File: config.mk
export PLATFORM = sky130hd
export DESIGN_NAME = msrv32_integer_file
export DESIGN_NICKNAME = d
export VERILOG_FILES = /design/src/rtl/msrv32_integer_file.sv
export SDC_FILE = /design/constraint.sdc
export NUM_CORES = 2
export LEC_CHECK = 0
export BUFFER_PORTS_ARGS = -buffer_cell sky130_fd_sc_hd__buf_2
export CAP_MARGIN = 10
export CORE_UTILIZATION = 50
export CTS_CLUSTER_DIAMETER = 60
export DETAILED_ROUTE_END_ITERATION = 10
export PLACE_DENSITY = 0.66
export SYNTH_ARGS = -nofsm -noshare
export SYNTH_HDL_FRONTEND = slang
export SYNTH_SLANG_ARGS = --single-unit
File: constraint.sdc
create_clock -name ms_riscv32_mp_clk_in -period 3.2 [get_ports ms_riscv32_mp_clk_in]
set_clock_uncertainty 0.2 [all_clocks]
set_input_delay 0.48 -clock ms_riscv32_mp_clk_in [delete_from_list [all_inputs] [get_ports ms_riscv32_mp_clk_in]]
set_output_delay 0.48 -clock ms_riscv32_mp_clk_in [all_outputs]
set_load 0.01 [all_outputs]
File: src/rtl/msrv32_integer_file.sv
// RV32I integer register file: 32 x 32-bit, two async read ports,
// one synchronous write port with same-cycle write-to-read bypass.
module msrv32_integer_file #(
   parameter int DATA_W = 32,
   parameter int ADDR_W = 5
) (
   input  logic              ms_riscv32_mp_clk_in,
   input  logic              ms_riscv32_mp_rst_in,
   input  logic [ADDR_W-1:0] rs_1_addr_in,
   input  logic [ADDR_W-1:0] rs_2_addr_in,
   input  logic [ADDR_W-1:0] rd_addr_in,
   input  logic              wr_en_in,
   input  logic [DATA_W-1:0] rd_in,
   output logic [DATA_W-1:0] rs_1_out,
   output logic [DATA_W-1:0] rs_2_out
);

   localparam int DEPTH = 2 ** ADDR_W;

   logic [DATA_W-1:0] reg_file [DEPTH];
   logic              wr_valid;

   assign wr_valid = wr_en_in && (rd_addr_in != '0);

   always_ff @(posedge ms_riscv32_mp_clk_in) begin
      if (ms_riscv32_mp_rst_in) begin
         for (int i = 0; i < DEPTH; i++) begin
            reg_file[i] <= '0;
         end
      end else if (wr_valid) begin
         reg_file[rd_addr_in] <= rd_in;
      end
   end

   // Priority: reset, x0, bypass from write-back, stored value.
   always_comb begin
      rs_1_out = reg_file[rs_1_addr_in];
      if (ms_riscv32_mp_rst_in) begin
         rs_1_out = '0;
      end else if (rs_1_addr_in == '0) begin
         rs_1_out = '0;
      end else if (wr_en_in && (rd_addr_in == rs_1_addr_in)) begin
         rs_1_out = rd_in;
      end
   end

   always_comb begin
      rs_2_out = reg_file[rs_2_addr_in];
      if (ms_riscv32_mp_rst_in) begin
         rs_2_out = '0;
      end else if (rs_2_addr_in == '0) begin
         rs_2_out = '0;
      end else if (wr_en_in && (rd_addr_in == rs_2_addr_in)) begin
         rs_2_out = rd_in;
      end
   end

endmodule

==> flow_summary.yaml <==
outcome:
  status: "finished, violations left"
  violations: "setup timing"
worst_setup_path:
  crit_path_cell_trace: "mux4_2 -> and2_1 -> o311ai_1 -> buf_4 -> a31oi_1 -> buf_2"
  cp-start-kind: "flip-flop"
  required_ps: 2520
  cp_max_fo: 2
  cpPeakStageDelay_ps: 490
  worstPathArrival_ps: 2590
  crit_type: "reg -> out"
  cp_slowest_cell: "mux4_2"
  cp-end-kind: "output pin"
floorplanning:
  io_pins: 114
  die_w_um: 336
  start_util_pct: 50.4
  dieHeight_um: 336
  die_area_um2: 113000
  core.rowCount: 122
  core_area_um2: 111000
layout:
  syn_to_final_growth_pct: 19.7
  fin_util_pct: 60.3
  drive_gt1_share_pct: 30.2
  biggestRegsByFlops: "reg_file: 1024 flops"
  stdcell_area_um2: 66700
  final_cells: 5870
  largest_reg_flops: 1024
  nets: 4339
  top_register: "reg_file"
grt:
  grt_pass1_vias: 38200
  antenna_found_initial: 11
  grtUsageTotal_pct: 33.6
  grt-ovfl-total: 0
  grt_pass1_wl_um: 269000
  grt_max_degree: 47
cts:
  clockBufferDepth: 3
  clock-sinks: 1024
  cts_tree: "yes"
  numCtsBuffers: 112
  ctsHtreeMaxLevel: 3
  cts-root-buf: "clkbuf_16"
  path_clk_slew_ps: 60
logic_synthesis:
  synthCells: 3983
  yosysTopAreaCellShare_pct: 55.2
  synth_largest_area_cell: "edfxtp_1"
  yosysMostFrequentCell: "edfxtp_1"
  synth_area_per_cell_um2: 14.0
  synth.cells.most_frequent: "1024 x edfxtp_1, 1012 x and2_1, 410 x mux2i_1, 320 x mux4_2, 305 x clkbuf_1"
  synth_area_leaders: "edfxtp_1 55%, mux4_2 13%, and2_1 11%"
  synth_area_um2: 55700
  yosys_most_used_dff: "edfxtp_1"
  ys_seq_area_share_pct: 55.2
  async_reset_ff_share_pct: 0
  synth_cell_types: 52
  synth-edff-count: 1024
  synth_seq_cells: 1024
  yosysWarnings: 0
power:
  peakVddDrop_v: 0.000429
  power.density_nw_per_um2: 501
  p_leak_nw: 24.3
timing:
  timing.max_slew.rel_slack_pct: 51.2
  setup_viol: 12
  period_share_pct: 102
  slew_violations: 0
  setup_slack_ps: -66.1
  post-route-min-period_ps: 3270
  hold_viol_final: 0
  fmax_ghz: 0.306
  grt_setup_unrepaired: "yes"
  tightest_slew_ps: 733
  holdWs_ps: 34.6
route:
  drc: 0
  drtIter0Drc: 4790
  wire_per_inst_um: 32.8
  routed_wirelength_um: 193000
  dr.pass1.iters: 5
  drtAntennaViolNets: 0
  viasPerCell: 6.57
  vias: 38600
place:
  post_dp_cell_area_um2: 61200
  hpwl_um: 119000
  gp_congestion: 0.926
  dpl.cell_count: 5638
  io_buffers: 113
run:
  drv_cap: 0
hold_path:
  worst_hold_path.num_cells: 2
  hold_start: "rd_in[31]"
  whs_endpoint: "reg_file[23][31]$_SDFFCE_PN0P_"
  min_path_type: "in -> reg"
## per-stage QoR
step	TNS [ps]	total power, mW	setup slack (ps)
detailed placement	-1890	20.5	-193
global placement	-1780	20.4	-194
finish	-379	33.4	-66.1
floorplan	0	18.5	469
CTS	-969	33.2	-119
global route	-1820	34.2	-165
## critical path, delay by kind of cell, from the launching register on
family	cells	cell delay (ps)
buffers and inverters	2	370
flip-flops	1	410
multiplexers	1	490
AND/OR/NAND/NOR	1	170
AO/OA/AOI/OAI	2	430
## layout by cell type, fill, tap and decap left out, types with 47 or more instances in the layout
cell / synthesis / layout
edfxtp_1: 1024 / 1024
and2_1: 1012 / 1009
mux2i_1: 410 / 408
buf_4: 41 / 345
mux4_2: 320 / 320
clkbuf_16: 0 / 123
o21ai_0: 123 / 102
buf_12: 1 / 97
buf_2: 41 / 89
o22ai_1: 86 / 86
a22oi_1: 59 / 59
nor2b_1: 51 / 48
a31oi_1: 77 / 47
## power by group
group	total (mW)	internal (mW)	switching [mW]
combinational	4.83	2.15	2.68
clock	12.7	7.29	5.42
sequential	15.9	15.5	0.387
total	33.4	24.9	8.48
## worst max path at each step
stage                                    from      endpoint  slack, ps  cells after the start
3_5_place_dp                  rs_1_addr_in[0]  rs_1_out[23]       -190                      9
2_1_floorplan                 rs_1_addr_in[0]  rs_1_out[19]        470                      7
6_report       reg_file[11][16]$_SDFFCE_PN0P_  rs_2_out[16]        -70                      6
4_1_cts         reg_file[14][0]$_SDFFCE_PN0P_   rs_2_out[0]       -120                      7
5_1_grt         reg_file[14][0]$_SDFFCE_PN0P_   rs_2_out[0]       -170                      7
3_3_place_gp                  rs_1_addr_in[0]  rs_1_out[23]       -190                      8
## cells by family after synthesis
| kind of cell | count (synthesis) | synth area share [%] |
|---|---|---|
| and+or+nand+nor | 1222 | 13.3 |
| AOI/OAI and AO/OA | 519 | 6.42 |
| buffers and inverters | 433 | 3.74 |
| muxes | 774 | 21.2 |
| DFF | 1024 | 55.2 |
| other | 1 | 0.00673 |
| xor gates and xnor gates | 10 | 0.157 |
## timing repair
action                     CTS  global route
buffers inserted             3            16
hold buffers                 1             0
pin swaps                   52            44
setup endpoints to repair   58            61
hold endpoints to repair     3             0
gates resized for setup    176           102
gates cloned                 3             7
## routing by layer
metal	track usage, %	vias up	share of wire (%)
met4	16.5	14	5.5
li1	-	15800	-
met2	53.5	2667	46
met5	0	-	0.050
met3	7.69	510	12
met1	43.5	19600	37
## area by class of cell
type                       count  area (um2)
antenna                        3        7.51
clock buffer                 136        2980
clock inverter                68         564
fill                        8227       44000
inverter                       1        3.75
multi-input combinational   2557       24500
sequential                  1024       30700
tap                         1488        1860
timing repair buffer         593        6050
(Power assumes the default switching activity.)
